**src/rtl/motor_timer_pkg.sv**
```systemverilog
// Shared types and defaults for the motor timer path (timer control FSM and button front ends).
package motor_timer_pkg;

   typedef enum logic [1:0] {
      IDLE   = 2'd0,
      RUN    = 2'd1,
      EXPIRE = 2'd2
   } timer_state_e;

   localparam int SEC_W             = 5;
   localparam int STEP_SEC_DEF      = 5;
   localparam int MAX_SEC_DEF       = 20;
   localparam int TICKS_PER_SEC_DEF = 1000;

   // Preset minus elapsed, clamped at zero; the extra top bit keeps the subtraction from wrapping.
   function automatic logic [SEC_W-1:0] sat_sub(input logic [SEC_W:0] a, input logic [SEC_W-1:0] b);
      logic [SEC_W:0] b_ext;
      b_ext = {1'b0, b};
      if (a > b_ext) begin
         sat_sub = SEC_W'(a - b_ext);
      end else begin
         sat_sub = '0;
      end
   endfunction

endpackage

```
**src/rtl/timer_mode_ctrl_if.sv**
```systemverilog
// Timer control bus between the button/motor/counter side and the timer mode controller.
interface timer_mode_ctrl_if;
   import motor_timer_pkg::*;

   logic             i_timer_btn;
   logic             i_motor_on;
   logic [SEC_W-1:0] i_elapsed_sec;
   logic             o_timer_mode;
   logic [SEC_W-1:0] o_time_state;
   logic             o_off_button;
   logic [SEC_W-1:0] o_remaining;
   logic             o_warn;

   modport slave (
      input  i_timer_btn, i_motor_on, i_elapsed_sec,
      output o_timer_mode, o_time_state, o_off_button, o_remaining, o_warn
   );

   modport master (
      output i_timer_btn, i_motor_on, i_elapsed_sec,
      input  o_timer_mode, o_time_state, o_off_button, o_remaining, o_warn
   );

endinterface

```
**src/rtl/timer_mode_ctrl_btn_sync_edge.sv**
```systemverilog
// btn_sync_edge: two-flop synchronizer plus rising-edge detect; a held level yields one pulse.
module btn_sync_edge (
   input  logic i_clk,
   input  logic i_reset,
   input  logic i_btn,
   output logic o_rise
);

   logic sync1_q;
   logic sync2_q;
   logic prev_q;

   // Synchronizer chain followed by one history flop for edge detection.
   always_ff @(posedge i_clk or posedge i_reset) begin
      if (i_reset) begin
         sync1_q <= 1'b0;
         sync2_q <= 1'b0;
         prev_q  <= 1'b0;
      end else begin
         sync1_q <= i_btn;
         sync2_q <= sync1_q;
         prev_q  <= sync2_q;
      end
   end

   assign o_rise = sync2_q & ~prev_q;

endmodule

```
**src/rtl/timer_mode_ctrl.sv**
```systemverilog
// timer_mode_ctrl: button-driven preset, run enable, expiry off-pulse and remaining-seconds display.
// Optional near-expiry blink on o_warn when TIMER_MODE_CTRL_WARN_EN is defined.
module timer_mode_ctrl
   import motor_timer_pkg::*;
#(
   parameter int STEP_SEC      = STEP_SEC_DEF,
   parameter int MAX_SEC       = MAX_SEC_DEF,
   parameter int OFF_PULSE     = 2,
   parameter int TICKS_PER_SEC = TICKS_PER_SEC_DEF,
   parameter int WARN_SEC      = 3
) (
   input  logic               i_clk,
   input  logic               i_reset,
   timer_mode_ctrl_if.slave   bus
);

   localparam int SEC_X   = SEC_W + 1;
   localparam int PULSE_W = (OFF_PULSE < 2) ? 1 : $clog2(OFF_PULSE + 1);

   localparam logic [SEC_X-1:0]   STEP_X     = SEC_X'(STEP_SEC);
   localparam logic [SEC_X-1:0]   MAX_X      = SEC_X'(MAX_SEC);
   localparam logic [SEC_W-1:0]   STEP_5     = SEC_W'(STEP_SEC);
   localparam logic [PULSE_W-1:0] PULSE_LAST = PULSE_W'(OFF_PULSE);

   timer_state_e       state_q;
   logic               timer_mode_q;
   logic [SEC_W-1:0]   time_state_q;
   logic               off_button_q;
   logic [SEC_W-1:0]   remaining_q;
   logic [PULSE_W-1:0] pulse_cnt_q;

   logic               btn_rise_s;
   logic [SEC_X-1:0]   preset_sum_d;
   logic [SEC_X-1:0]   time_x_s;
   logic [SEC_X-1:0]   elapsed_x_s;

   btn_sync_edge u_btn_sync_edge (
      .i_clk   (i_clk),
      .i_reset (i_reset),
      .i_btn   (bus.i_timer_btn),
      .o_rise  (btn_rise_s)
   );

   assign time_x_s     = {1'b0, time_state_q};
   assign elapsed_x_s  = {1'b0, bus.i_elapsed_sec};
   assign preset_sum_d = time_x_s + STEP_X;

   // Timer FSM; o_remaining is computed from the values being loaded so it lines up with o_time_state.
   always_ff @(posedge i_clk or posedge i_reset) begin
      if (i_reset) begin
         state_q      <= IDLE;
         timer_mode_q <= 1'b0;
         time_state_q <= '0;
         off_button_q <= 1'b0;
         remaining_q  <= '0;
         pulse_cnt_q  <= '0;
      end else begin
         case (state_q)
            IDLE: begin
               off_button_q <= 1'b0;
               pulse_cnt_q  <= '0;
               if (btn_rise_s && bus.i_motor_on) begin
                  state_q      <= RUN;
                  timer_mode_q <= 1'b1;
                  time_state_q <= STEP_5;
                  remaining_q  <= sat_sub(STEP_X, bus.i_elapsed_sec);
               end else begin
                  timer_mode_q <= 1'b0;
                  time_state_q <= '0;
                  remaining_q  <= '0;
               end
            end
            RUN: begin
               if (!bus.i_motor_on) begin
                  state_q      <= IDLE;
                  timer_mode_q <= 1'b0;
                  time_state_q <= '0;
                  remaining_q  <= '0;
               end else if (elapsed_x_s >= time_x_s) begin
                  state_q      <= EXPIRE;
                  timer_mode_q <= 1'b0;
                  time_state_q <= '0;
                  off_button_q <= 1'b1;
                  pulse_cnt_q  <= PULSE_W'(1);
                  remaining_q  <= '0;
               end else if (btn_rise_s) begin
                  if (preset_sum_d > MAX_X) begin
                     state_q      <= IDLE;
                     timer_mode_q <= 1'b0;
                     time_state_q <= '0;
                     remaining_q  <= '0;
                  end else begin
                     time_state_q <= preset_sum_d[SEC_W-1:0];
                     remaining_q  <= sat_sub(preset_sum_d, bus.i_elapsed_sec);
                  end
               end else begin
                  remaining_q <= sat_sub(time_x_s, bus.i_elapsed_sec);
               end
            end
            EXPIRE: begin
               timer_mode_q <= 1'b0;
               time_state_q <= '0;
               remaining_q  <= '0;
               if (pulse_cnt_q >= PULSE_LAST) begin
                  state_q      <= IDLE;
                  off_button_q <= 1'b0;
                  pulse_cnt_q  <= '0;
               end else begin
                  off_button_q <= 1'b1;
                  pulse_cnt_q  <= pulse_cnt_q + PULSE_W'(1);
               end
            end
            default: begin
               state_q      <= IDLE;
               timer_mode_q <= 1'b0;
               time_state_q <= '0;
               off_button_q <= 1'b0;
               remaining_q  <= '0;
               pulse_cnt_q  <= '0;
            end
         endcase
      end
   end

   assign bus.o_timer_mode = timer_mode_q;
   assign bus.o_time_state = time_state_q;
   assign bus.o_off_button = off_button_q;
   assign bus.o_remaining  = remaining_q;

`ifdef TIMER_MODE_CTRL_WARN_EN
   localparam int HALF_TICKS = TICKS_PER_SEC / 2;
   localparam int BLINK_W    = (HALF_TICKS < 2) ? 1 : $clog2(HALF_TICKS);

   localparam logic [BLINK_W-1:0] BLINK_LAST = BLINK_W'(HALF_TICKS - 1);
   localparam logic [SEC_W-1:0]   WARN_X     = SEC_W'(WARN_SEC);

   logic               window_s;
   logic               warn_q;
   logic               armed_q;
   logic [BLINK_W-1:0] blink_q;

   assign window_s = (state_q == RUN) && (remaining_q != '0) && (remaining_q <= WARN_X);

   // Blink generator: first half-period high on window entry, then toggles every half second.
   always_ff @(posedge i_clk or posedge i_reset) begin
      if (i_reset) begin
         warn_q  <= 1'b0;
         armed_q <= 1'b0;
         blink_q <= '0;
      end else if (!window_s) begin
         warn_q  <= 1'b0;
         armed_q <= 1'b0;
         blink_q <= '0;
      end else if (!armed_q) begin
         warn_q  <= 1'b1;
         armed_q <= 1'b1;
         blink_q <= '0;
      end else if (blink_q == BLINK_LAST) begin
         warn_q  <= ~warn_q;
         blink_q <= '0;
      end else begin
         blink_q <= blink_q + BLINK_W'(1);
      end
   end

   assign bus.o_warn = warn_q;
`else
   logic unused_cfg_s;
   assign unused_cfg_s = ^{32'(WARN_SEC), 32'(TICKS_PER_SEC)};
   assign bus.o_warn   = 1'b0;
`endif

endmodule

```
**src/flat_wrapper.sv**
```systemverilog
// flat-port wrapper written by rule: the top's interface ports become plain ports
module timer_mode_ctrl_flat import motor_timer_pkg::*;
#(
   parameter int STEP_SEC      = STEP_SEC_DEF,
   parameter int MAX_SEC       = MAX_SEC_DEF,
   parameter int OFF_PULSE     = 2,
   parameter int TICKS_PER_SEC = TICKS_PER_SEC_DEF,
   parameter int WARN_SEC      = 3
)
  (i_clk, i_reset, bus_i_timer_btn, bus_i_motor_on, bus_i_elapsed_sec, bus_o_timer_mode, bus_o_time_state, bus_o_off_button, bus_o_remaining, bus_o_warn);
  timer_mode_ctrl_if bus_i ();
  input  logic i_clk;
  input  logic i_reset;
  input wire logic [$bits(bus_i.i_timer_btn)-1:0] bus_i_timer_btn;
  input wire logic [$bits(bus_i.i_motor_on)-1:0] bus_i_motor_on;
  input wire logic [$bits(bus_i.i_elapsed_sec)-1:0] bus_i_elapsed_sec;
  output wire logic [$bits(bus_i.o_timer_mode)-1:0] bus_o_timer_mode;
  output wire logic [$bits(bus_i.o_time_state)-1:0] bus_o_time_state;
  output wire logic [$bits(bus_i.o_off_button)-1:0] bus_o_off_button;
  output wire logic [$bits(bus_i.o_remaining)-1:0] bus_o_remaining;
  output wire logic [$bits(bus_i.o_warn)-1:0] bus_o_warn;
  assign bus_i.i_timer_btn = bus_i_timer_btn;
  assign bus_i.i_motor_on = bus_i_motor_on;
  assign bus_i.i_elapsed_sec = bus_i_elapsed_sec;
  assign bus_o_timer_mode = bus_i.o_timer_mode;
  assign bus_o_time_state = bus_i.o_time_state;
  assign bus_o_off_button = bus_i.o_off_button;
  assign bus_o_remaining = bus_i.o_remaining;
  assign bus_o_warn = bus_i.o_warn;
  timer_mode_ctrl #(.STEP_SEC(STEP_SEC), .MAX_SEC(MAX_SEC), .OFF_PULSE(OFF_PULSE), .TICKS_PER_SEC(TICKS_PER_SEC), .WARN_SEC(WARN_SEC)) u_core (.i_clk(i_clk), .i_reset(i_reset), .bus(bus_i));
endmodule
```
**config.mk**
```make
export PLATFORM = sky130hd
export DESIGN_NAME = timer_mode_ctrl_flat
export DESIGN_NICKNAME = d
export VERILOG_FILES = /design/src/rtl/motor_timer_pkg.sv /design/src/rtl/timer_mode_ctrl_if.sv /design/src/rtl/timer_mode_ctrl_btn_sync_edge.sv /design/src/rtl/timer_mode_ctrl.sv /design/src/flat_wrapper.sv
export SDC_FILE = /design/constraint.sdc
export NUM_CORES = 1
export LEC_CHECK = 0
export BUFFER_PORTS_ARGS = -buffer_cell sky130_fd_sc_hd__buf_4
export CAP_MARGIN = 40
export CORE_MARGIN = 3
export CORE_UTILIZATION = 50
export DETAILED_ROUTE_END_ITERATION = 10
export PLACE_DENSITY_LB_ADDON = 0.12
export RECOVER_POWER = 25
export SETUP_SLACK_MARGIN = 0.02
export SKIP_LAST_GASP = 1
export SYNTH_ARGS = -nofsm -noshare
export SYNTH_HDL_FRONTEND = slang
export SYNTH_SLANG_ARGS = --single-unit
export TNS_END_PERCENT = 20
```
**constraint.sdc**
```tcl
create_clock -name i_clk -period 3.26 [get_ports i_clk]
set_input_delay 0 -clock i_clk [delete_from_list [all_inputs] [get_ports i_clk]]
set_output_delay 0 -clock i_clk [all_outputs]
set_load 0.02 [all_outputs]
```
==> impl_metrics.env, run 1 <==
export IMPL_syn_area_um2=1520
export IMPL_setup_ws_ns=0.663
export IMPL_synthToLayoutAreaGrowth_pct=12.2
export IMPL_crit_top_cell="o21ai_0"
export IMPL_num_rows=19
export IMPL_cp_num_cells=9
export IMPL_start_kind="flop"
export IMPL_netlist_area_leader_share_pct=31.2
export IMPL_cp_arrival_ns=2.82
export IMPL_drt_pass1_iter_count=4
export IMPL_worstPathMaxFanout=8
export IMPL_fp_dieW_um=61.2
export IMPL_outcome="finished clean"
export IMPL_rsz0062_at_grt="no"
export IMPL_reg2reg_depth=9
export IMPL_first_global_vias=1233
export IMPL_cts_root_buf="clkbuf_4"
export IMPL_hold_viol_final=0
export IMPL_rr_startpoint="u_core.bus.o_time_state[1]"
export IMPL_r2r_end="u_core.bus.o_remaining[3]"
export IMPL_r2r_slack_ns=0.66
export IMPL_drt_iter0_drc=40
export IMPL_yosys_top_cells_area="dfrtp_1 31%, ha_1 14%, inv_1 3.2%, xnor2_1 2.9%, a221o_1 2.6%"
export IMPL_p_leak_nw=0.818
export IMPL_synth_top_area_cell="dfrtp_1"
export IMPL_slew_violations=0
export IMPL_critical_path_endpoint="u_core.bus.o_remaining[3]"
export IMPL_synth_async_reset_ratio_pct=100
export IMPL_ys_seq_elements=19
export IMPL_vias=1277
export IMPL_crit_buf_inv=0
export IMPL_cp_cell_sequence="ha_1 -> o21ai_0 -> xnor2_1 -> ha_1 -> o21ai_0 -> nor2_1 -> o21ai_0 -> or3_1 -> a211oi_1"
export IMPL_fin_nets=208
export IMPL_overflow=0
export IMPL_cts_made_buffers=3
export IMPL_die_h_um=61.2
export IMPL_viasPerCell=6.08
export IMPL_pwr_share_seq_pct=41.1
export IMPL_clk_pin_slew_ns=0.11
export IMPL_max_clock_freq_mhz=385
export IMPL_ios=22
export IMPL_core_area_um2=2830
export IMPL_avgSynthCellArea_um2=9.77
export IMPL_synth_nets=184
export IMPL_crit_type="flop to flop"
export IMPL_synth_ff_type="dfrtp_1"
export IMPL_worstMarginPinSlew_ns=0.858
export IMPL_dieArea_um2=3750
export IMPL_post_cts_setup_buffer_count=0
export IMPL_p_clk_share_pct=18.8
export IMPL_place_congestion=0.908
export IMPL_grt_pass1_wl_um=5600
export IMPL_critPathSlowestCell="dfrtp_1"
export IMPL_drt_antenna_violating_nets=0
export IMPL_routedWlPerCell_um=16.1
export IMPL_grt_antenna_before_repair=0
export IMPL_synth_edf_count=0
export IMPL_grtUsageTotal_pct=20.4
export IMPL_post_route_period_util_pct=79.7
export IMPL_synth_cell_types=47
export IMPL_holdCritPathClass="primary input to flop"
export IMPL_required_ns=3.48
export IMPL_max_stage_delay_ns=0.54
export IMPL_synthCells=156
export IMPL_clock_latency_ns=0.31
export IMPL_htree_num_levels=1
export IMPL_cts_sinks=19
export IMPL_p_int_mw=0.417
export IMPL_ir_worst_vdd_uv=197
export IMPL_fin_crit_ns=2.60
export IMPL_tns_ns=0
export IMPL_p_sw_share_pct=37.4
export IMPL_initial_core_util_pct=53.9
export IMPL_ys_seq_area_share_pct=31.2
export IMPL_dp_hpwl_um=2650
export IMPL_grt_max_degree=20
export IMPL_maxCapViolations=0
export IMPL_n_antenna_cell=0
export IMPL_yosys_warnings=0
export IMPL_setup_viol=0
export IMPL_p_per_area_nw_per_um2=389
export IMPL_p_sw_mw=0.249
export IMPL_clock_skew_ns=0.00268
export IMPL_share_comb_of_total_power_pct=40.1
export IMPL_cp_startpoint="u_core.bus.o_time_state[1]"
export IMPL_drive_gt1_share_pct=14.0
export IMPL_crit_path_end_kind="flop"
export IMPL_drc=0
export IMPL_hold_start="bus_i_motor_on"
export IMPL_cts_buffer_depth=2
export IMPL_total_power_mw=0.666
export IMPL_cts_tree="done"
export IMPL_crit_family="adder cells"
export IMPL_post_place_ws_ns=0.682
export IMPL_portBuffers=20
export IMPL_routed_wl_um=3380
export IMPL_relSlewSlack_pct=42.7
[how the worst min path moves through the flow]
| stage | to | depth (start not counted) |
|---|---|---|
| floorplan | u_core.bus.o_off_button | 1 |
| global placement | u_core.u_btn_sync_edge.sync1_q | 1 |
| detailed placement | u_core.u_btn_sync_edge.sync1_q | 1 |
| CTS | u_core.state_q[1] | 3 |
| global route | u_core.state_q[1] | 3 |
| finish | u_core.state_q[1] | 3 |
[stage by stage]
stage	hold slack (ns)	utilization, %	std cells	instance area, µm²
global placement	0.110	59.8	204	1690
detailed placement	0.111	59.8	204	1690
CTS	0.0309	61.4	210	1740
finish	0.0380	60.5	210	1710
floorplan	-0.0489	-	156	1520
global route	0.0368	60.5	210	1710
[registers in the layout (all words and copies together), names as in the netlist]
| register | flops |
|---|---|
| u_core.state_q | 2 |
| u_core.bus.o_remaining | 5 |
| u_core.u_btn_sync_edge.sync1_q | 1 |
| u_core.bus.o_time_state | 5 |
| u_core.u_btn_sync_edge.sync2_q | 1 |
| u_core.bus.o_timer_mode | 1 |
| u_core.bus.o_off_button | 1 |
| u_core.pulse_cnt_q | 2 |
| u_core.u_btn_sync_edge.prev_q | 1 |
[placed cells by master, fill, tap and decap left out, types with 2 or more instances in the layout]
cell / n
a211o_1: 4
a211oi_1: 5
a21boi_0: 2
a21o_1: 3
a21oi_1: 7
a221o_1: 4
a22o_1: 3
a311o_1: 2
and3_1: 3
and4_1: 2
buf_4: 11
clkbuf_1: 8
clkbuf_4: 5
dfrtp_1: 19
dlygate4sd3_1: 2
fa_1: 2
ha_1: 17
inv_1: 13
nand2_1: 8
nand3_1: 2
nor2_1: 9
nor2b_1: 4
nor3_1: 7
nor3_2: 2
nor4_1: 2
o21ai_0: 4
or3_1: 3
xnor2_1: 5
xor2_1: 2
[cell usage after synthesis (2+ instances only)]
cell type  instances
nor3_1             7
or3_1              3
o21ai_0            4
a22o_1             3
xnor2_1            5
a221o_1            4
nand3_1            2
a211oi_1           5
ha_1              17
a21o_1             3
nand2_1            8
nor2_1             9
a21boi_0           2
and3_1             3
xor2_1             2
fa_1               2
a311o_1            2
dfrtp_1           19
inv_1             13
nor2b_1            4
nor4_1             2
nor3_2             2
and4_1             2
a211o_1            4
a21oi_1            7
[per-layer routing]
layer / global-route usage (%) / vias up / share of wire [%]
li1: - / 629 / -
met1: 25.7 / 596 / 43
met2: 34.9 / 47 / 50
met3: 2.73 / 5 / 5.3
met4: 8.98 / 0 / 1.7
met5: 0 / - / 0
[power groups by stage]
stage	sequential (mW)	combinational (mW)	clock [mW]
floorplan	0.284	0.195	0
global placement	0.278	0.263	0
detailed placement	0.279	0.267	0
CTS	0.274	0.272	0.129
global route	0.277	0.299	0.133
finish	0.274	0.267	0.125
[cells by family (layout without fill, tap and decap cells)]
kind of cell | Yosys count | count (layout) | share of synthesized area, %
other | 1 | 1 | 0.246
muxes | 2 | 2 | 1.40
and+or+nand+nor | 46 | 46 | 16.5
buffers and inverters | 16 | 39 | 4.68
xor gates and xnor gates | 7 | 7 | 4.02
AOI/OAI and AO/OA | 46 | 46 | 25.4
DFF | 19 | 19 | 31.2
adders and majority gates | 19 | 19 | 16.6
[layout make-up]
type	count	area [µm²]
clock buffer	4	26.3
timing repair buffer	22	144
multi-input combinational	121	977
tap	31	38.8
sequential	19	475
fill	258	1120
inverter	13	48.8
[worst register-to-register path, stage by stage, from the launching register on]
cell      delay (ns)
dfrtp_1         0.54
ha_1            0.35
o21ai_0         0.14
xnor2_1         0.18
ha_1            0.33
o21ai_0         0.08
nor2_1          0.13
o21ai_0         0.14
or3_1           0.38
a211oi_1        0.25
[timing repair]
action / CTS / global route
endpoints found under the hold margin: 20 / 0
hold buffers: 2 / 0
resized for setup: 0 / 0
(Power assumes the default switching activity.)
==> inputs of run 2 (changes only) <==
==> constraint.sdc (replaced) <==
create_clock -name i_clk -period 2.6 [get_ports i_clk]
set_input_delay 0 -clock i_clk [delete_from_list [all_inputs] [get_ports i_clk]]
set_output_delay 0 -clock i_clk [all_outputs]
set_load 0.02 [all_outputs]
==> run 2 against run 1 <==
Final cell count rose by 1.9%. Non-clock buffer count is 4 higher. Cell area up 2.0%. First-iteration DRC count rose by 15%. Power rose by 26%. Largest cell class unchanged. Largest power group is now combinational logic.
==> impl_metrics.env, run 2 (synthesis gave the netlist of run 1 again) <==
export IMPL_p_leak_nw=0.832
export IMPL_setup_ws_ns=0.172
export IMPL_viasPerCell=5.97
export IMPL_grt_antenna_before_repair=0
export IMPL_rsz0062_at_grt="yes"
export IMPL_worstPathMaxFanout=7
export IMPL_n_antenna_cell=0
export IMPL_overflow=0
export IMPL_portBuffers=20
export IMPL_cts_buffer_depth=2
export IMPL_cts_tree="done"
export IMPL_dp_hpwl_um=2680
export IMPL_core_area_um2=2830
export IMPL_vias=1277
export IMPL_cp_arrival_ns=2.61
export IMPL_worstMarginPinSlew_ns=0.758
export IMPL_first_global_vias=1219
export IMPL_p_per_area_nw_per_um2=479
export IMPL_routed_wl_um=3390
export IMPL_final_cell_count_no_fill=214
export IMPL_drt_antenna_violating_nets=0
export IMPL_hold_viol_final=0
export IMPL_outcome="finished clean"
export IMPL_postPlaceCellArea_um2=1710
export IMPL_drt_pass1_iter_count=4
export IMPL_initial_core_util_pct=53.9
export IMPL_utilization_pct=61.7
export IMPL_post_place_ws_ns=0.0932
export IMPL_drt_iter0_drc=46
export IMPL_dr_wl_met2_um=1750
export IMPL_final_cell_mix="17 x dfrtp_1, 16 x ha_1, 15 x buf_4"
export IMPL_crit_path_end_kind="flop"
export IMPL_synthToLayoutAreaGrowth_pct=14.5
export IMPL_cts_root_buf="clkbuf_4"
export IMPL_total_power_mw=0.836
export IMPL_grt_max_degree=20
export IMPL_holdCritPathClass="primary input to flop"
export IMPL_holdWs_ns=0.0384
export IMPL_start_kind="flop"
export IMPL_fin_nets=212
export IMPL_ir_worst_vdd_uv=320
export IMPL_n_fill_cell=253
export IMPL_num_rows=19
export IMPL_required_ns=2.79
export IMPL_crit_type="flop to flop"
export IMPL_drt_met1_wl_um=1460
export IMPL_ios=22
export IMPL_place_congestion=0.933
export IMPL_drc=0
export IMPL_post_route_period_util_pct=93.4
export IMPL_cp_startpoint="u_core.bus.o_time_state[0]"
export IMPL_final_cell_area_um2=1750
export IMPL_max_clock_freq_mhz=412
export IMPL_maxCapViolations=0
export IMPL_grtUsageTotal_pct=19.5
export IMPL_rr_startpoint="u_core.bus.o_time_state[0]"
export IMPL_drive_gt1_share_pct=17.5
export IMPL_tns_ns=0
export IMPL_top_layer_used="met4"
export IMPL_layout_commonest_cell="dfrtp_1"
export IMPL_slew_violations=0
export IMPL_setup_viol=0
export IMPL_cts_made_buffers=3
export IMPL_reg2reg_depth=7
export IMPL_htree_num_levels=1
export IMPL_numPlacedInstances=207
export IMPL_r2r_end="u_core.bus.o_remaining[1]"
export IMPL_fp_dieW_um=61.2
export IMPL_dieArea_um2=3750
export IMPL_clk_pin_slew_ns=0.11
export IMPL_relSlewSlack_pct=49.4
export IMPL_cts_sinks=19
export IMPL_routedWlPerCell_um=15.8
export IMPL_critical_path_endpoint="u_core.bus.o_remaining[1]"
export IMPL_clock_skew_ns=0.00689
export IMPL_fin_crit_ns=2.43
export IMPL_r2r_slack_ns=0.17
export IMPL_die_h_um=61.2
export IMPL_wl_met3_um=175
export IMPL_grt_pass1_wl_um=5420
export IMPL_clock_latency_ns=0.30
## run 2: changes by cell type in the layout (fill, tap and decap cells not counted)
cell	previous run	this run
ha_2	0	1
ha_1	17	16
buf_4	11	15
o21ai_0	4	2
o21ai_1	1	3
dfrtp_2	0	2
dfrtp_1	19	17
## run 2: final cells by class
| class | instances | area [µm²] | area share (%) |
|---|---|---|---|
| tap | 31 | 38.8 | 2.22 |
| inverter | 13 | 48.8 | 2.80 |
| clock buffer | 4 | 26.3 | 1.51 |
| multi-input combinational | 121 | 980 | 56.1 |
| sequential | 19 | 478 | 27.4 |
| timing repair buffer | 26 | 174 | 9.96 |
## run 2: power breakdown
part	internal, mW	total [mW]	switching [mW]	leakage (nW)
clock network	0.0598	0.149	0.0893	0.0150
registers	0.324	0.343	0.0191	0.253
logic	0.144	0.344	0.200	0.564
total	0.527	0.836	0.309	0.832
## run 2: worst min path at each step
stage	start	endpoint	slack, ns	cells after the start
after global routing	bus_i_elapsed_sec[0]	u_core.bus.o_remaining[0]	0.05	3
final	bus_i_elapsed_sec[0]	u_core.bus.o_remaining[0]	0.04	3
after global placement	bus_i_timer_btn	u_core.u_btn_sync_edge.sync1_q	0.11	1
after detailed placement	bus_i_timer_btn	u_core.u_btn_sync_edge.sync1_q	0.11	1
after CTS	bus_i_elapsed_sec[0]	u_core.bus.o_remaining[0]	0.04	3
after floorplan	i_reset	u_core.bus.o_off_button	-0.05	1
## run 2: metal layers
| metal | global-route usage (%) | up-vias |
|---|---|---|
| li1 | - | 630 |
| met1 | 23.4 | 615 |
| met2 | 35.6 | 30 |
| met3 | 3.98 | 2 |
| met4 | 4.02 | 0 |
| met5 | 0 | - |
## run 2: what timing repair did
| action | in CTS | in global routing |
|---|---|---|
| hold endpoints to repair | 20 | 0 |
| gates resized for setup | 0 | 5 |
| hold buffers | 2 | 0 |
| setup endpoints to repair | 0 | 5 |
| setup buffers | 0 | 1 |
## run 2: worst max-delay path, stage by stage (launching register included)
cell and delay, ns:
dfrtp_2 0.47, ha_1 0.37, fa_1 0.46, a211oi_1 0.26, nor2_1 0.09, o21ai_1 0.19
nor3_2 0.09, a221o_1 0.37
==> inputs of run 3 (changes only) <==
--- a/config.mk
+++ b/config.mk
@@ -5,7 +5,7 @@
 export SDC_FILE = /design/constraint.sdc
 export NUM_CORES = 1
 export LEC_CHECK = 0
-export BUFFER_PORTS_ARGS = -buffer_cell sky130_fd_sc_hd__buf_4
+export BUFFER_PORTS_ARGS = -buffer_cell sky130_fd_sc_hd__buf_2
 export CAP_MARGIN = 40
 export CORE_MARGIN = 3
 export CORE_UTILIZATION = 50
==> run 3 against run 2 <==
Sequential power is essentially flat. Largest cell class unchanged. Die area is the same. Critical path depth grew 1. First-iteration DRC count shrank 20%. Non-clock buffer count is the same. Final cell count is the same. Global-route usage grew 0.12 points.
==> impl_metrics.env, run 3 (synthesis gave the netlist of run 1 again) <==
export IMPL_worstMarginPinSlew_ns=0.701
export IMPL_fin_crit_ns=2.41
export IMPL_drt_antenna_violating_nets=0
export IMPL_cts_tree="done"
export IMPL_grt_pass1_wl_um=5400
export IMPL_setup_viol=0
export IMPL_r2r_slack_ns=0.19
export IMPL_cp_cell_sequence="ha_1 -> xnor2_1 -> ha_1 -> and4b_1 -> a21oi_1 -> o21ai_1 -> or3_1 -> a211oi_1"
export IMPL_crit_type="flop to flop"
export IMPL_grt_antenna_before_repair=0
export IMPL_max_clock_freq_mhz=415
export IMPL_die_h_um=61.2
export IMPL_relSlewSlack_pct=53.2
export IMPL_p_leak_nw=0.832
export IMPL_initial_core_util_pct=53.9
export IMPL_start_kind="flop"
export IMPL_portBuffers=20
export IMPL_final_cell_count_no_fill=214
export IMPL_max_stage_delay_ns=0.49
export IMPL_required_ns=2.81
export IMPL_critical_path_endpoint="u_core.bus.o_remaining[3]"
export IMPL_synthToLayoutAreaGrowth_pct=12.6
export IMPL_cts_made_buffers=3
export IMPL_drt_iter0_drc=37
export IMPL_p_per_area_nw_per_um2=485
export IMPL_rsz0062_at_grt="yes"
export IMPL_clock_skew_ns=0.00297
export IMPL_pwr_share_seq_pct=41.4
export IMPL_viasPerCell=6.10
export IMPL_dieArea_um2=3750
export IMPL_drive_gt1_share_pct=18.0
export IMPL_first_global_vias=1214
export IMPL_n_fill_cell=261
export IMPL_p_sw_share_pct=37.4
export IMPL_vias=1306
export IMPL_cp_arrival_ns=2.62
export IMPL_total_power_mw=0.832
export IMPL_post_cts_setup_buffer_count=0
export IMPL_clock_latency_ns=0.29
export IMPL_holdWs_ns=0.0530
export IMPL_clk_pin_slew_ns=0.11
export IMPL_p_int_mw=0.520
export IMPL_crit_top_cell="ha_1"
export IMPL_numPlacedInstances=208
export IMPL_overflow=0
export IMPL_cts_root_buf="clkbuf_4"
export IMPL_fin_nets=212
export IMPL_holdCritPathClass="primary input to flop"
export IMPL_cp_startpoint="u_core.bus.o_time_state[1]"
export IMPL_cts_buffer_depth=2
export IMPL_grtUsageTotal_pct=19.6
export IMPL_fp_dieW_um=61.2
export IMPL_ios=22
export IMPL_htree_num_levels=1
export IMPL_post_route_period_util_pct=92.7
export IMPL_crit_path_end_kind="flop"
export IMPL_share_comb_of_total_power_pct=40.6
export IMPL_reg2reg_depth=8
export IMPL_tns_ns=0
export IMPL_routed_wl_um=3380
export IMPL_outcome="finished clean"
export IMPL_hold_viol_final=0
export IMPL_maxCapViolations=0
export IMPL_rr_startpoint="u_core.bus.o_time_state[1]"
export IMPL_slew_violations=0
export IMPL_p_sw_mw=0.311
export IMPL_core_area_um2=2830
export IMPL_r2r_end="u_core.bus.o_remaining[3]"
export IMPL_n_antenna_cell=0
export IMPL_worstPathMaxFanout=8
export IMPL_cts_sinks=19
export IMPL_num_rows=19
export IMPL_critPathSlowestCell="dfrtp_2"
export IMPL_p_clk_share_pct=18.0
export IMPL_dp_hpwl_um=2710
export IMPL_place_congestion=0.911
export IMPL_grt_max_degree=20
export IMPL_ir_worst_vdd_uv=302
export IMPL_routedWlPerCell_um=15.8
export IMPL_drt_pass1_iter_count=4
export IMPL_drc=0
export IMPL_final_cell_mix="17 x ha_1, 17 x dfrtp_1, 13 x inv_1, 13 x buf_2, 9 x nor2_1"
## run 3: cell count changes in the layout (fill, tap and decap cells not counted), sizes merged
cell,delta
buf,+2
clkbuf,-3
clkinv,+1
## run 3: layout make-up
type	instances	area [µm²]	area share (%)
multi-input cells	121	982	57.2
clock inverters	1	5.00	0.292
clock buffers	3	22.5	1.31
well taps	31	38.8	2.26
flip-flops and latches	19	478	27.8
inverters	13	48.8	2.84
repair buffers	26	141	8.24
## run 3: stage by stage
stage,utilization [%],instance area (µm²),setup WS (ns)
after floorplan,-,1520,0.166
after global placement,59.0,1670,0.147
after detailed placement,59.0,1670,0.0818
after CTS,60.7,1720,0.0590
after global routing,60.7,1720,0.00993
final,60.7,1720,0.189
## run 3: how the worst min path moves through the flow
stage,from,end,slack (ns),cells past startpoint
final,bus_i_elapsed_sec[0],u_core.bus.o_remaining[0],0.05,3
after global routing,bus_i_elapsed_sec[0],u_core.bus.o_remaining[0],0.05,3
after CTS,bus_i_elapsed_sec[0],u_core.bus.o_remaining[0],0.05,3
after detailed placement,bus_i_timer_btn,u_core.u_btn_sync_edge.sync1_q,0.11,1
after global placement,bus_i_timer_btn,u_core.u_btn_sync_edge.sync1_q,0.11,1
after floorplan,i_reset,u_core.bus.o_off_button,-0.05,1
## run 3: worst max-delay path: cells and delay by family (launching register included)
family / cells / cell delay, ns
adder cells (fa/ha/maj): 2 / 0.62
AO/OA/AOI/OAI: 3 / 0.48
flip-flops: 1 / 0.49
XOR/XNOR: 1 / 0.14
AND/OR/NAND/NOR: 2 / 0.59
## run 3: layer usage
metal,global-route usage (%),vias up,wire [µm]
met5,0,-,0
met4,5.57,0,17
met3,2.52,2,140
met2,34.0,31,1770
met1,25.5,642,1450
li1,-,631,-
## run 3: power by group through the flow
stage | combinational, mW | clock, mW | sequential [mW]
after floorplan | 0.244 | 0 | 0.356
after global placement | 0.327 | 0 | 0.347
after detailed placement | 0.331 | 0 | 0.350
after CTS | 0.338 | 0.158 | 0.344
after global routing | 0.384 | 0.170 | 0.348
final | 0.338 | 0.150 | 0.344
## run 3: timing repair
action,in CTS,in global routing
gates resized for setup,0,5
setup endpoints to repair,0,5
hold endpoints to repair,20,0
hold buffers,2,0
